==> src/rtl/render_pkg.sv <==
// Shared constants and helpers for the tile raster renderer.
// Latency: n/a (declarations only).
// Backpressure: n/a.
package render_pkg;

    // Default 640x480@60 raster timing; the modules expose these as parameters.
    localparam int DEF_H_ACTIVE = 640;
    localparam int DEF_H_FP     = 16;
    localparam int DEF_H_SYNC   = 96;
    localparam int DEF_H_BP     = 48;
    localparam int DEF_V_ACTIVE = 480;
    localparam int DEF_V_FP     = 10;
    localparam int DEF_V_SYNC   = 2;
    localparam int DEF_V_BP     = 33;

    // Tile codes held in the mini-map RAM.
    localparam logic [3:0] TILE_EMPTY        = 4'd0;
    localparam logic [3:0] TILE_WALL         = 4'd1;
    localparam logic [3:0] TILE_PELLET       = 4'd2;
    localparam logic [3:0] TILE_POWER        = 4'd3;
    localparam logic [3:0] TILE_PAC          = 4'd4;
    localparam logic [3:0] TILE_GHOST_ORANGE = 4'd5;
    localparam logic [3:0] TILE_GHOST_CYAN   = 4'd6;
    localparam logic [3:0] TILE_GHOST_RED    = 4'd7;
    localparam logic [3:0] TILE_GHOST_PINK   = 4'd8;

    localparam logic [2:0] WALL_CELL = 3'b001;

    // 4x4 sprite masks, bit s = cell y*4+x within the 16x16 tile.
    localparam logic [15:0] PELLET_MASK = 16'h0020;  // {5}
    localparam logic [15:0] POWER_MASK  = 16'h0660;  // {5,6,9,10}
    localparam logic [15:0] PAC_IDLE    = 16'h6FF6;  // all but corners {0,3,12,15}
    localparam logic [15:0] PAC_RIGHT   = 16'h6776;  // idle minus {7,11}
    localparam logic [15:0] PAC_LEFT    = 16'h6EE6;  // idle minus {4,8}
    localparam logic [15:0] PAC_UP      = 16'h6FF0;  // idle minus {1,2}
    localparam logic [15:0] PAC_DOWN    = 16'h0FF6;  // idle minus {13,14}

    // Ghost sprite, 2 bits per cell at [2s+1:2s]: 0 empty, 1 body, 2 eye.
    localparam logic [31:0] GHOST_MAP = 32'h4196_5514;

    typedef struct packed {
        logic [7:0] r;
        logic [7:0] g;
        logic [7:0] b;
    } rgb_t;

    localparam rgb_t RGB_BLACK  = '{8'd0,   8'd0,   8'd0};
    localparam rgb_t RGB_WHITE  = '{8'd255, 8'd255, 8'd255};
    localparam rgb_t RGB_WALL   = '{8'd0,   8'd0,   8'd250};
    localparam rgb_t RGB_YELLOW = '{8'd255, 8'd255, 8'd0};

    function automatic logic [15:0] pac_mask(input logic [2:0] frame);
        case (frame)
            3'd1:    pac_mask = PAC_RIGHT;
            3'd2:    pac_mask = PAC_LEFT;
            3'd3:    pac_mask = PAC_UP;
            3'd4:    pac_mask = PAC_DOWN;
            default: pac_mask = PAC_IDLE;
        endcase
    endfunction

    // Body colour for each ghost tile code.
    function automatic rgb_t ghost_body(input logic [3:0] tile);
        case (tile)
            TILE_GHOST_ORANGE: ghost_body = '{8'd255, 8'd128, 8'd0};
            TILE_GHOST_CYAN:   ghost_body = '{8'd0,   8'd255, 8'd255};
            TILE_GHOST_RED:    ghost_body = '{8'd255, 8'd0,   8'd0};
            TILE_GHOST_PINK:   ghost_body = '{8'd255, 8'd190, 8'd200};
            default:           ghost_body = RGB_BLACK;
        endcase
    endfunction

endpackage

==> src/rtl/tile_raster_renderer_if.sv <==
// Bundle between the renderer, the game-state RAMs and the VGA pad driver.
// Latency: n/a (wires only); RAM data is expected one cycle after its address.
// Backpressure: none; master = renderer, slave = RAMs / pad driver side.
interface tile_raster_renderer_if;
    logic [10:0] map_addr;      // mini-map read address
    logic [3:0]  map_data;      // tile code, 1-cycle RAM latency
    logic [14:0] wall_addr;     // maze bitmap read address
    logic [2:0]  wall_data;     // maze cell, 1-cycle RAM latency
    logic [2:0]  pac_frame;     // pac-man sprite select
    logic [7:0]  red;
    logic [7:0]  green;
    logic [7:0]  blue;
    logic        hsync_n;
    logic        vsync_n;
    logic        blank_n;
    logic        vblank_start;  // game-update strobe, straight from the counters

    modport master (
        output map_addr, wall_addr, red, green, blue,
               hsync_n, vsync_n, blank_n, vblank_start,
        input  map_data, wall_data, pac_frame
    );

    modport slave (
        input  map_addr, wall_addr, red, green, blue,
               hsync_n, vsync_n, blank_n, vblank_start,
        output map_data, wall_data, pac_frame
    );
endinterface

==> src/rtl/vga_timing_gen.sv <==
// Raster h/v counters with sync, active and vblank_start decode.
// Latency: decodes are combinational from the counter registers.
// Backpressure: none, free-running whenever reset is high.
// Ports: VGA_CLK, reset (sync, active-low); cell_x/cell_y = h>>2 / v>>2,
//        active, hs_n, vs_n, vblank_start for the current counter position.
module vga_timing_gen import render_pkg::*; #(
    parameter int H_ACTIVE = DEF_H_ACTIVE,
    parameter int H_FP     = DEF_H_FP,
    parameter int H_SYNC   = DEF_H_SYNC,
    parameter int H_BP     = DEF_H_BP,
    parameter int V_ACTIVE = DEF_V_ACTIVE,
    parameter int V_FP     = DEF_V_FP,
    parameter int V_SYNC   = DEF_V_SYNC,
    parameter int V_BP     = DEF_V_BP
) (
    input  logic       VGA_CLK,
    input  logic       reset,
    output logic [7:0] cell_x,
    output logic [7:0] cell_y,
    output logic       active,
    output logic       hs_n,
    output logic       vs_n,
    output logic       vblank_start
);
    localparam logic [9:0] H_VIS    = 10'(H_ACTIVE);
    localparam logic [9:0] H_LAST   = 10'(H_ACTIVE + H_FP + H_SYNC + H_BP - 1);
    localparam logic [9:0] HS_START = 10'(H_ACTIVE + H_FP);
    localparam logic [9:0] HS_END   = 10'(H_ACTIVE + H_FP + H_SYNC);
    localparam logic [9:0] V_VIS    = 10'(V_ACTIVE);
    localparam logic [9:0] V_LAST   = 10'(V_ACTIVE + V_FP + V_SYNC + V_BP - 1);
    localparam logic [9:0] VS_START = 10'(V_ACTIVE + V_FP);
    localparam logic [9:0] VS_END   = 10'(V_ACTIVE + V_FP + V_SYNC);

    logic [9:0] h;
    logic [9:0] v;

    always_ff @(posedge VGA_CLK) begin
        if (!reset) begin
            h <= '0;
            v <= '0;
        end else if (h == H_LAST) begin
            h <= '0;
            v <= (v == V_LAST) ? '0 : v + 10'd1;
        end else begin
            h <= h + 10'd1;
        end
    end

    assign cell_x       = h[9:2];
    assign cell_y       = v[9:2];
    assign active       = (h < H_VIS) && (v < V_VIS);
    assign hs_n         = !((h >= HS_START) && (h < HS_END));
    assign vs_n         = !((v >= VS_START) && (v < VS_END));
    assign vblank_start = (h == 10'd0) && (v == V_VIS);
endmodule

==> src/rtl/tile_raster_renderer.sv <==
// Renders the 40x30 tile map through 4x4 sprite bitmaps into registered RGB + syncs.
// Latency: 3 cycles counter->RGB/sync/blank; vblank_start is undelayed.
// Backpressure: none; RAMs must answer one cycle after each address.
// Ports: VGA_CLK, reset (sync, active-low), bus (master modport): RAM addresses
//        out / data in, pac_frame in, RGB, hsync_n, vsync_n, blank_n, vblank_start out.
module tile_raster_renderer import render_pkg::*; #(
    parameter int H_ACTIVE = DEF_H_ACTIVE,
    parameter int H_FP     = DEF_H_FP,
    parameter int H_SYNC   = DEF_H_SYNC,
    parameter int H_BP     = DEF_H_BP,
    parameter int V_ACTIVE = DEF_V_ACTIVE,
    parameter int V_FP     = DEF_V_FP,
    parameter int V_SYNC   = DEF_V_SYNC,
    parameter int V_BP     = DEF_V_BP
) (
    input  logic                   VGA_CLK,
    input  logic                   reset,
    tile_raster_renderer_if.master bus
);
    logic [7:0] cell_x;
    logic [7:0] cell_y;
    logic       tg_active;
    logic       tg_hs_n;
    logic       tg_vs_n;
    logic       tg_vblank;

    vga_timing_gen #(
        .H_ACTIVE (H_ACTIVE), .H_FP (H_FP), .H_SYNC (H_SYNC), .H_BP (H_BP),
        .V_ACTIVE (V_ACTIVE), .V_FP (V_FP), .V_SYNC (V_SYNC), .V_BP (V_BP)
    ) u_timing (
        .VGA_CLK      (VGA_CLK),
        .reset        (reset),
        .cell_x       (cell_x),
        .cell_y       (cell_y),
        .active       (tg_active),
        .hs_n         (tg_hs_n),
        .vs_n         (tg_vs_n),
        .vblank_start (tg_vblank)
    );

    // S1: addresses out to the RAMs, plus the sideband that must travel with them.
    logic [10:0] map_addr_q;
    logic [14:0] wall_addr_q;
    logic [1:0]  s1_sx, s1_sy;
    logic        s1_act, s1_hs_n, s1_vs_n;
    // S2: aligned with the RAM data.
    logic [1:0]  s2_sx, s2_sy;
    logic        s2_act, s2_hs_n, s2_vs_n;
    // Output stage.
    rgb_t        rgb_q;
    logic        hs_n_q, vs_n_q, blank_n_q;
    logic [2:0]  pac_lat;

    rgb_t        pix;
    logic [3:0]  s_idx;
    logic [1:0]  ghost_cell;
    logic [15:0] pac_m;

    always_comb begin
        s_idx      = {s2_sy, s2_sx};
        ghost_cell = GHOST_MAP[{s_idx, 1'b0} +: 2];
        pac_m      = pac_mask(pac_lat);
        pix        = RGB_BLACK;
        case (bus.map_data)
            TILE_PELLET: if (PELLET_MASK[s_idx]) pix = RGB_WHITE;
            TILE_POWER:  if (POWER_MASK[s_idx])  pix = RGB_WHITE;
            TILE_PAC:    if (pac_m[s_idx])       pix = RGB_YELLOW;
            TILE_GHOST_ORANGE, TILE_GHOST_CYAN, TILE_GHOST_RED, TILE_GHOST_PINK: begin
                if (ghost_cell == 2'd2)      pix = RGB_WHITE;
                else if (ghost_cell == 2'd1) pix = ghost_body(bus.map_data);
            end
            // Empty, wall and unassigned codes all fall back to the maze bitmap.
            default:     if (bus.wall_data == WALL_CELL) pix = RGB_WALL;
        endcase
    end

    always_ff @(posedge VGA_CLK) begin
        if (!reset) begin
            map_addr_q  <= '0;
            wall_addr_q <= '0;
            s1_sx       <= '0;
            s1_sy       <= '0;
            s1_act      <= 1'b0;
            s1_hs_n     <= 1'b1;
            s1_vs_n     <= 1'b1;
            s2_sx       <= '0;
            s2_sy       <= '0;
            s2_act      <= 1'b0;
            s2_hs_n     <= 1'b1;
            s2_vs_n     <= 1'b1;
            rgb_q       <= RGB_BLACK;
            hs_n_q      <= 1'b1;
            vs_n_q      <= 1'b1;
            blank_n_q   <= 1'b0;
            pac_lat     <= '0;
        end else begin
            // Addresses hold through blanking so the RAMs see no spurious reads.
            if (tg_active) begin
                map_addr_q  <= 11'(cell_y[7:2]) * 11'd40 + 11'(cell_x[7:2]);
                wall_addr_q <= 15'(cell_y) * 15'd160 + 15'(cell_x);
            end
            s1_sx   <= cell_x[1:0];
            s1_sy   <= cell_y[1:0];
            s1_act  <= tg_active;
            s1_hs_n <= tg_hs_n;
            s1_vs_n <= tg_vs_n;

            s2_sx   <= s1_sx;
            s2_sy   <= s1_sy;
            s2_act  <= s1_act;
            s2_hs_n <= s1_hs_n;
            s2_vs_n <= s1_vs_n;

            rgb_q     <= s2_act ? pix : RGB_BLACK;
            hs_n_q    <= s2_hs_n;
            vs_n_q    <= s2_vs_n;
            blank_n_q <= s2_act;

            // Sample the sprite select once per frame so pac-man never tears.
            if (tg_vblank) pac_lat <= bus.pac_frame;
        end
    end

    assign bus.map_addr     = map_addr_q;
    assign bus.wall_addr    = wall_addr_q;
    assign bus.red          = rgb_q.r;
    assign bus.green        = rgb_q.g;
    assign bus.blue         = rgb_q.b;
    assign bus.hsync_n      = hs_n_q;
    assign bus.vsync_n      = vs_n_q;
    assign bus.blank_n      = blank_n_q;
    assign bus.vblank_start = tg_vblank;
endmodule

==> src/flat_wrapper.sv <==
// flat-port wrapper written by rule: the top's interface ports become plain ports
module tile_raster_renderer_flat import render_pkg::*;
#(
    parameter int H_ACTIVE = DEF_H_ACTIVE,
    parameter int H_FP     = DEF_H_FP,
    parameter int H_SYNC   = DEF_H_SYNC,
    parameter int H_BP     = DEF_H_BP,
    parameter int V_ACTIVE = DEF_V_ACTIVE,
    parameter int V_FP     = DEF_V_FP,
    parameter int V_SYNC   = DEF_V_SYNC,
    parameter int V_BP     = DEF_V_BP
)
  (VGA_CLK, reset, bus_map_addr, bus_wall_addr, bus_red, bus_green, bus_blue, bus_hsync_n, bus_vsync_n, bus_blank_n, bus_vblank_start, bus_map_data, bus_wall_data, bus_pac_frame);
  tile_raster_renderer_if bus_i ();
  input  logic VGA_CLK;
  input  logic reset;
  output wire logic [$bits(bus_i.map_addr)-1:0] bus_map_addr;
  output wire logic [$bits(bus_i.wall_addr)-1:0] bus_wall_addr;
  output wire logic [$bits(bus_i.red)-1:0] bus_red;
  output wire logic [$bits(bus_i.green)-1:0] bus_green;
  output wire logic [$bits(bus_i.blue)-1:0] bus_blue;
  output wire logic [$bits(bus_i.hsync_n)-1:0] bus_hsync_n;
  output wire logic [$bits(bus_i.vsync_n)-1:0] bus_vsync_n;
  output wire logic [$bits(bus_i.blank_n)-1:0] bus_blank_n;
  output wire logic [$bits(bus_i.vblank_start)-1:0] bus_vblank_start;
  input wire logic [$bits(bus_i.map_data)-1:0] bus_map_data;
  input wire logic [$bits(bus_i.wall_data)-1:0] bus_wall_data;
  input wire logic [$bits(bus_i.pac_frame)-1:0] bus_pac_frame;
  assign bus_map_addr = bus_i.map_addr;
  assign bus_wall_addr = bus_i.wall_addr;
  assign bus_red = bus_i.red;
  assign bus_green = bus_i.green;
  assign bus_blue = bus_i.blue;
  assign bus_hsync_n = bus_i.hsync_n;
  assign bus_vsync_n = bus_i.vsync_n;
  assign bus_blank_n = bus_i.blank_n;
  assign bus_vblank_start = bus_i.vblank_start;
  assign bus_i.map_data = bus_map_data;
  assign bus_i.wall_data = bus_wall_data;
  assign bus_i.pac_frame = bus_pac_frame;
  tile_raster_renderer #(.H_ACTIVE(H_ACTIVE), .H_FP(H_FP), .H_SYNC(H_SYNC), .H_BP(H_BP), .V_ACTIVE(V_ACTIVE), .V_FP(V_FP), .V_SYNC(V_SYNC), .V_BP(V_BP)) u_core (.VGA_CLK(VGA_CLK), .reset(reset), .bus(bus_i));
endmodule
==> config.mk <==
export PLATFORM = sky130hd
export DESIGN_NAME = tile_raster_renderer_flat
export DESIGN_NICKNAME = d
export VERILOG_FILES = /design/src/rtl/render_pkg.sv /design/src/rtl/tile_raster_renderer_if.sv /design/src/rtl/vga_timing_gen.sv /design/src/rtl/tile_raster_renderer.sv /design/src/flat_wrapper.sv
export SDC_FILE = /design/constraint.sdc
export NUM_CORES = 1
export LEC_CHECK = 0
export BUFFER_PORTS_ARGS = -buffer_cell sky130_fd_sc_hd__buf_2
export CORE_ASPECT_RATIO = 0.6
export CORE_MARGIN = 2
export CORE_UTILIZATION = 35
export DETAILED_ROUTE_END_ITERATION = 16
export PLACE_DENSITY = 0.61
export SYNTH_ARGS = -nofsm -noshare
export SYNTH_HDL_FRONTEND = slang
export SYNTH_HIERARCHICAL = 1
export SYNTH_SLANG_ARGS = --single-unit
export TNS_END_PERCENT = 30
==> constraint.sdc <==
create_clock -name VGA_CLK -period 2.75 [get_ports VGA_CLK]
set_input_delay 0.55 -clock VGA_CLK [delete_from_list [all_inputs] [get_ports VGA_CLK]]
set_output_delay 0.55 -clock VGA_CLK [all_outputs]
set_load 0.02 [all_outputs]
# After elaboration in Yosys (flattened, before gate mapping)
# Memory sizes are Yosys's and may differ from the RTL's. A register that Yosys moved wholly into a read port is not among the register bits.
# Cells that the tools add are included.
# classes
bitwise_logic,1
n_eq_ne,17
multipliers,2
n_div,0
addsub,4
reduce_logical,10
n_lt_le_gt_ge,7
n_shift,1
mux,16
# op_table
cell,n
$pmux 24 s4,2
$mux 24,5
$pmux 15 s4,1
$shiftx 32x6->2 const A,1
$add 10x1->10 const B,2
$eq 10x10->1 const B,2
$lt 10x10->1 const B,2
$lt 10x9->1 const B,2
$eq 4x3->1 const B,4
$add 15x8->15,1
$add 11x6->11,1
$eq 10x9->1 const B,1
$ge 10x10->1 const B,1
$ge 10x9->1 const B,1
$logic_not 10->1,1
$mul 8x3->10 const B,1
$mux 10,1
$eq 4x2->1 const B,2
$mul 6x3->8 const B,1
$mux 4,2
$mux 8,1
$eq 3x1->1 const B,2
$eq 3x2->1 const B,2
$lt 4x5->1 const B,1
other kinds (12),18
# totals
reg_bits,90
out_inout_bits,54
input_bits,12
mem_bits_rw,0
rom_bits,32
n_memories,2
latchBits,0
wordCells,81
# memory_table
name,words,width,read_ports,rd_clocked_by_memory_dff,write_ports,line_no,rtl
(name not given),16,1,1,1,0,tile_raster_renderer.sv:65,TILE_PELLET: if (PELLET_MASK[s_idx]) pix = RGB_WHITE;
(name not given),16,1,1,1,0,tile_raster_renderer.sv:66,TILE_POWER: if (POWER_MASK[s_idx]) pix = RGB_WHITE;

# Logic depth before layout (Yosys ltp)
# Gate-level depths: netlist of the first run.
# depth
word_depth,6
mapped_depth,10
depth_no_buf,9

# Cells and area by module
# The synthesis of the first run kept the hierarchy.
# by_module_without_submodules
module,cells_each,seq_area_each_um2,n_inst,area_per_inst_um2
tile_raster_renderer,303,1041.0,1,2890.3
vga_timing_gen,143,400.4,1,1221.2

# Worst setup path after synthesis of the first run
# OpenSTA, ideal clock, no wires.
# synth_path
path_type,reg-to-reg
startpoint,register u_core.u_timing.v[5]
endpoint,"register u_core.wall_addr_q[14], in the netlist u_core/bus.wall_addr[14]"
required_ns,2.630
period_less_slack_ns,2.562
path_slack_ns,0.188
setup_ns,0.120
arrival_time_ns,2.443
path_buffers,1
path_stages_with_launch,11
cell_sequence,dfxtp_1 buf_4 ha_1 ha_1 inv_1 fa_1 inv_1 o2111ai_2 nor4b_4 a31oi_1 o31a_1
# synth_between
elab_chain_cells,2
elab_cells_between_ends,4
classes_between,add/sub: 1; mul: 1; order compare: 1; reduce/logical: 1
# synth_lines
item,line_no,rtl
from (decl),vga_timing_gen.sv:35,logic [9:0] v;
from (signal assigned),vga_timing_gen.sv:43,v <= (v == V_LAST) ? '0 : v + 10'd1;
$mul 8x3->10 / $lt 10x9->1 (equally long branches),"tile_raster_renderer.sv:100, vga_timing_gen.sv:51",
$add 15x8->15 / $logic_and 1x1->1 (equally long branches),"tile_raster_renderer.sv:100, vga_timing_gen.sv:51",
to (signal assigned),tile_raster_renderer.sv:100,wall_addr_q <= 15'(cell_y) * 15'd160 + 15'(cell_x);
to (decl),tile_raster_renderer.sv:43,logic [14:0] wall_addr_q;
# Several ways; a longest one is shown, not always the timed one.
# A chain may end at the register's enable or synchronous reset.

# Final worst setup path of the first run
# Ends and elaborated chain as after synthesis.

==> results of run 1 <==
timing repair:
action / in CTS / in global routing
pin swaps: 0 / 0
endpoints found under the setup margin: 1 / 3
resized for setup: 2 / 3
hold endpoints to repair: 0 / 0
worst max-delay path: cells and delay by family, from the launching register on:
family	cells	cell delay (ns)
buf+inv	2	0.22
compound gates	3	0.59
simple gates	1	0.36
flops	1	0.43
fa+ha+maj	3	0.91
cells in the mapped netlist, drive strengths merged (7+ instances only):
master,number,area (sq um)
buf,47,337.8
nor3,16,80.08
nand3,13,70.07
xnor2,26,235.2
nand2,11,41.29
nand2b,9,56.30
nor2,50,187.7
a21oi,15,90.09
o21ai,18,105.1
and2,15,95.09
mux2i,16,160.2
ha,22,275.3
and3,8,55.05
nor2b,7,43.79
inv,17,63.81
a211oi,11,95.09
dfxtp,72,1441
power by group:
group          total (uW)  switching, uW  internal, uW
sequential           1060           7.32          1050
clock                1170            459           707
combinational        64.5           39.8          24.7
worst max-delay path by stage:
stage,startpoint,end,depth (start not counted),slack [ns]
CTS,u_core/u_timing/v[6]$_SDFFE_PN0N_,bus_vblank_start,5,0.02
global route,u_core/u_timing/v[5]$_SDFFE_PN0N_,u_core/bus.wall_addr[14]$_SDFFE_PN0P_,9,-0.04
floorplan,u_core/u_timing/v[5]$_SDFFE_PN0N_,u_core/bus.wall_addr[14]$_SDFFE_PN0P_,10,0.19
detailed placement,u_core/u_timing/v[4]$_SDFFE_PN0N_,u_core/bus.wall_addr[14]$_SDFFE_PN0P_,9,0.12
global placement,u_core/u_timing/v[5]$_SDFFE_PN0N_,u_core/bus.wall_addr[14]$_SDFFE_PN0P_,9,0.22
finish,u_core/u_timing/v[5]$_SDFFE_PN0N_,u_core/bus.wall_addr[14]$_SDFFE_PN0P_,9,0.12
state kept, by name, summed over array words and instances, names as in the netlist, named ones only:
register / count
u_core/bus.blue: 3
u_core/s2_hs_n: 1
u_core/s2_act: 1
u_core/bus.vsync_n: 1
u_core/s1_sx: 2
u_core/u_timing/h: 10
u_core/s2_sx: 2
u_core/bus.map_addr: 11
u_core/bus.wall_addr: 12
u_core/bus.green: 3
u_core/s1_vs_n: 1
u_core/u_timing/v: 10
u_core/s1_hs_n: 1
u_core/bus.red: 1
u_core/s1_sy: 2
u_core/s2_sy: 2
u_core/pac_lat: 3
u_core/bus.blank_n: 1
u_core/s2_vs_n: 1
u_core/s1_act: 1
u_core/bus.hsync_n: 1
kinds of logic after synthesis:
kind of cell / Yosys count
simple gates: 167
flops: 72
buf+inv: 70
compound gates: 64
xor+xnor: 31
fa+ha+maj: 26
mux: 16
final cells by class:
cell class / count / area [sq um] / area share
flip-flops and latches: 72 / 1444 / 0.3102
well taps: 160 / 200.2 / 0.04301
clock inverters: 6 / 68.82 / 0.01478
repair buffers: 73 / 385.4 / 0.08280
multi-input cells: 304 / 2260 / 0.4855
clock buffers: 10 / 229.0 / 0.04919
inverters: 18 / 67.56 / 0.01452
per-layer routing:
| layer | GRT usage | vias up | share of wire |
|---|---|---|---|
| met5 | 0 | - | 0 |
| met1 | 0.2074 | 1447 | 0.51 |
| met2 | 0.2091 | 77 | 0.42 |
| met3 | 0.04811 | 9 | 0.056 |
| met4 | 0.03922 | 0 | 0.0087 |
| li1 | - | 1574 | - |
metrics by stage:
step	TNS, ns	hold slack [ns]	std cells	setup WS, ns	util
final	0	0.4050	643	0.1244	0.4092
after global placement	0	0.3904	627	0.2154	0.3821
after global routing	-0.05748	0.4396	643	-0.03931	0.4092
after floorplan	0	0.3863	446	0.1877	-
after CTS	0	0.4071	643	0.01980	0.4085
after detailed placement	0	0.3940	627	0.1178	0.3821
==> metrics.txt, run 1 <==
status finished clean; CP Max Fanout 6; root buf cell clkbuf_16; Compound-Gate Fraction of Synth Area 0.1126; synthesized instance count 446; Global Route Usage Sum 0.1451; Post-Synth Simple-Gate Area 0.2404; CTS clk-pin slew, worst paths 0.06 ns; Leakage Power 0.002046 uW; drt first pass iters 5; initial antenna violation count 0; fmax around 380 MHz; vias in the first global route 2805; Num CTS Buffers 9; Hold Crit Start u_core/s1_hs_n$_SDFF_PN1_; global-route wire length before repair 14.09 mm; ANT cells 0; die area 12660 sq um; Syn Nets around 480; clock latency on the worst-skew pair 0.34 ns; DRC 0; DRT iter0 DRCs 217; total clock sinks 72; number of max-cap violations 0; largest net degree at the start of global routing 27; FILL cells 1136; worst slew pin tran 0.4423 ns; Area Growth Syn to Fin 13.21%; drt total wl 8.772 mm; VDD IR max 0.2862 mV; Adder-Cell Fraction of Synth Area 0.08643; Yosys warning total 6; min cycle time layout ~2.6 ns; Tcrit/Tclk final 0.9548; Clock Path Buffers 2; r2r worst-path depth 9; Final ANT Viol Nets 0; I/O Buffers 65; mapped cell area 4111 sq um; Slowest-stage cell, CP dfxtp_1; total power 2288 uW; Seq/Total Area, Yosys 0.3506; chip width 143.9 um; CP cell instances ha_1 -> ha_1 -> inv_1 -> fa_1 -> inv_1 -> o2111ai_2 -> nor4b_4 -> a31oi_1 -> o31a_1; H-tree lvl count 3; clk_skew 0.009957 ns; Post-DP Area around 4300 sq um; reg-to-reg startpoint u_core/u_timing/v[5]$_SDFFE_PN0N_; Crit Reg-Reg Endpoint u_core/bus.wall_addr[14]$_SDFFE_PN0P_; core area approximately 11000 sq um; cts hold-fix bufs 0; EDFF count, synth 0; # rows 30; Worst path max stage delay around 0.43 ns; largest family of logic cells by synthesized area simple AND/OR/NAND/NOR gates; critical path type reg2reg; DP HPWL 6.487 mm; total gr overflow 0; detail-routed via count per cell 4.832; Yosys cell types 66; Top FF cell, synth dfxtp_1; Avg Cell Area, Syn 9.218 sq um; CP arrival 2.85 ns; CP Launch Type flop; PwrDens 491.6 nW/um^2; mux contribution to synthesized area 0.03895; CP Data Required Time 2.98 ns; r2r setup slk 0.12 ns; Setup Fix Bufs, Post-CTS 0; routed vias 3107; Hold/Removal Path Class reg2reg; layout cell share with drive strength beyond 1 0.2340; Die Y 87.96 um; IO Count 66; RSZ-0062 raised after global routing true; routability cong. 0.8630; Synth async-reset ratio 0; Hold Vio Cnt, Final 0; Initial Util 0.3615; Seq cells post-synth 72; Hold Path Depth 1; most common cell after layout, fill and taps aside dfxtp_1; Setup Viol. Count Final 0; hold path endpoint u_core/s2_hs_n$_SDFF_PN1_; relative max-transition margin 0.7052; wire length per cell approximately 14 um; Net count, final 516; Slew Viols, Final 0; leading cell types in the layout, fill and taps excluded dfxtp_1 (70), buf_2 (65), nor2_1 (50), xnor2_1 (25), ha_1 (22); CTS tree built; Critical Path End Type flop; post-route cell area between 4000 and 5000 sq um; xor/xnor share of the synthesized area 0.06786
Power figures use the tool's default switching activity.
==> run 2, diff against run 1 <==
--- a/config.mk
+++ b/config.mk
@@ -10,9 +10,10 @@
 export CORE_MARGIN = 2
 export CORE_UTILIZATION = 35
 export DETAILED_ROUTE_END_ITERATION = 16
+export MAX_ROUTING_LAYER = met4
 export PLACE_DENSITY = 0.61
 export SYNTH_ARGS = -nofsm -noshare
 export SYNTH_HDL_FRONTEND = slang
 export SYNTH_HIERARCHICAL = 1
 export SYNTH_SLANG_ARGS = --single-unit
-export TNS_END_PERCENT = 30
+export TNS_END_PERCENT = 100
==> metrics.txt, run 2 (synthesized netlist as in run 1, its figures left out) <==
DP HPWL 6.487 mm (unchanged); Setup Viol. Count Final 0 (unchanged); Slew Viols, Final 0 (unchanged); clk_skew 0.009485 ns (-0.0004719 ns); switching component of the power 503.7 uW (-0.52%); total power 2286 uW (-0.12%); clock latency on the worst-skew pair 0.34 ns (about the same); Setup Fix Bufs, Post-CTS 0 (unchanged); Final ANT Viol Nets 0 (unchanged); Comb power frac 0.028 (about the same); PwrDens 490.4 nW/um^2 (-0.25%); IO Count 66 (unchanged); Clock Power Share 0.509 (about the same); CP Data Required Time 2.96 ns (-0.02 ns); CP Launch Type flop; routed vias 3103 (-0.13%); FILL cells 1137 (+0.088%); final core utilization 0.4098 (+0.0005500); CTS tree built; Leakage Power 0.002047 uW (about the same); Clock Path Buffers 2 (unchanged); Crit Reg-Reg Endpoint u_core/bus.wall_addr[13]$_SDFFE_PN0P_; die area 12660 sq um (unchanged); # rows 30 (unchanged); cts hold-fix bufs 0 (unchanged); Place WS 0.1178 ns (unchanged); Hold/Removal Path Class reg2reg; r2r setup slk 0.16 ns (+0.04 ns); Hold Vio Cnt, Final 0 (unchanged); Critical Path End Type flop; global-route wire length before repair 14.04 mm (-0.34%); H-tree lvl count 3 (unchanged); Internal 1782 uW (about the same); relative max-transition margin 0.7009 (-0.004253); wire length per cell 13.62 um (-0.18%); Area Growth Syn to Fin 13.36%; routability cong. 0.8770 (+1.6%); worst slew pin tran 0.4486 ns (+0.006380 ns); min cycle time layout 2.588 ns (-0.03725 ns); most common cell after layout, fill and taps aside dfxtp_1; CP arrival 2.80 ns (-0.05 ns); core area 11370 sq um (unchanged); total gr overflow 0 (unchanged); final worst slack 0.1616 ns (+0.03725 ns); Net Sw Frac 0.2204 (-0.0008888); fmax 386.3 MHz (+1.4%); ANT cells 0 (unchanged); chip width 143.9 um (unchanged); CP Launch Point u_core/u_timing/v[7]$_SDFFE_PN0N_; layout cell share with drive strength beyond 1 0.2381 (+0.004141); r2r worst-path depth 8 (-1); largest net degree at the start of global routing 27 (unchanged); drt total wl 8.756 mm (-0.18%); DRT iter0 DRCs 205 (-5.5%); max reg flops 12 (unchanged); total clock sinks 72 (unchanged); Initial Util 0.3615 (unchanged); vias in the first global route 2829 (+0.86%); root buf cell clkbuf_16; DRC 0 (unchanged); reg-to-reg startpoint u_core/u_timing/v[7]$_SDFFE_PN0N_; number of max-cap violations 0 (unchanged); initial antenna violation count 0 (unchanged); status finished clean; drt first pass iters 4 (-1); Global Route Usage Sum 0.1492 (+0.004064); hold_ws 0.4050 ns (+0.000003000 ns); Net count, final 516 (unchanged); VDD IR max 0.2834 mV (-0.99%); CP Max Fanout 7 (+1); Die Y 87.96 um (unchanged); register share of total power 0.463 (about the same); Tcrit/Tclk final 0.9412 (-0.01355); critical path type reg2reg; CTS clk-pin slew, worst paths 0.06 ns (about the same); Num CTS Buffers 9 (unchanged); RSZ-0062 raised after global routing false; CP endpoint u_core/bus.wall_addr[13]$_SDFFE_PN0P_; Setup TNS 0 ns (unchanged); leading cell types in the layout, fill and taps excluded dfxtp_1 (69), buf_2 (65), nor2_1 (50), xnor2_1 (25), ha_1 (22); detail-routed via count per cell 4.826 (-0.13%); I/O Buffers 65 (unchanged)
==> run 2: what timing repair did <==
item / CTS / global route
endpoints found under the hold margin: 0 / 0
gates resized for setup: 2 / 5
cloned: 0 / 0
endpoints found under the setup margin: 1 / 3
==> run 2: metal layers <==
| metal | routed length [um] | GRT usage | vias up |
|---|---|---|---|
| met3 | 422 | 0.04155 | 10 |
| met2 | 3689 | 0.2095 | 75 |
| met5 | 0 | - | - |
| met4 | 110 | 0.04724 | 0 |
| li1 | - | - | 1572 |
| met1 | 4533 | 0.2064 | 1446 |
==> run 2: through the flow <==
stage / area (sq um) / cells
global placement: 4345 / 627
floorplan: 4111 / 446
detailed placement: 4345 / 627
CTS: 4646 / 643
finish: 4661 / 643
global route: 4661 / 643
==> run 2: worst min path at each step <==
stage / from / cells past startpoint / to / slack, ns
floorplan: u_core/s2_hs_n$_SDFF_PN1_ / 1 / u_core/bus.hsync_n$_SDFF_PN1_ / 0.39
global placement: u_core/s1_hs_n$_SDFF_PN1_ / 1 / u_core/s2_hs_n$_SDFF_PN1_ / 0.39
detailed placement: u_core/s1_hs_n$_SDFF_PN1_ / 1 / u_core/s2_hs_n$_SDFF_PN1_ / 0.39
CTS: u_core/s1_hs_n$_SDFF_PN1_ / 1 / u_core/s2_hs_n$_SDFF_PN1_ / 0.41
global route: u_core/s2_vs_n$_SDFF_PN1_ / 1 / u_core/bus.vsync_n$_SDFF_PN1_ / 0.44
finish: u_core/s1_hs_n$_SDFF_PN1_ / 1 / u_core/s2_hs_n$_SDFF_PN1_ / 0.40
==> run 2: worst max-delay path: stages (launching register included) <==
cell      delay (ns)
dfxtp_1         0.45
ha_1            0.29
ha_1            0.27
fa_1            0.49
and2_1          0.23
a211oi_4        0.23
nor4b_4         0.26
xnor2_1         0.16
a21oi_1         0.08
==> run 2: cell type report <==
cell class              count  area, sq um  share of cell area
well taps                 160        200.2             0.04295
multi-input cells         304         2265              0.4859
repair buffers             73        385.4             0.08268
clock inverters             6        68.82             0.01477
inverters                  18        67.56             0.01450
flip-flops and latches     72         1445              0.3101
clock buffers              10        229.0             0.04913
==> run 2: power by group through the flow <==
stage | sequential, uW | combinational, uW | clock (uW)
2_1_floorplan | 1080 | 40.4 | 0
3_3_place_gp | 1080 | 64.1 | 0
3_5_place_dp | 1080 | 64.6 | 0
4_1_cts | 1060 | 65.0 | 1200
5_1_grt | 1060 | 72.8 | 1250
6_report | 1060 | 64.5 | 1160
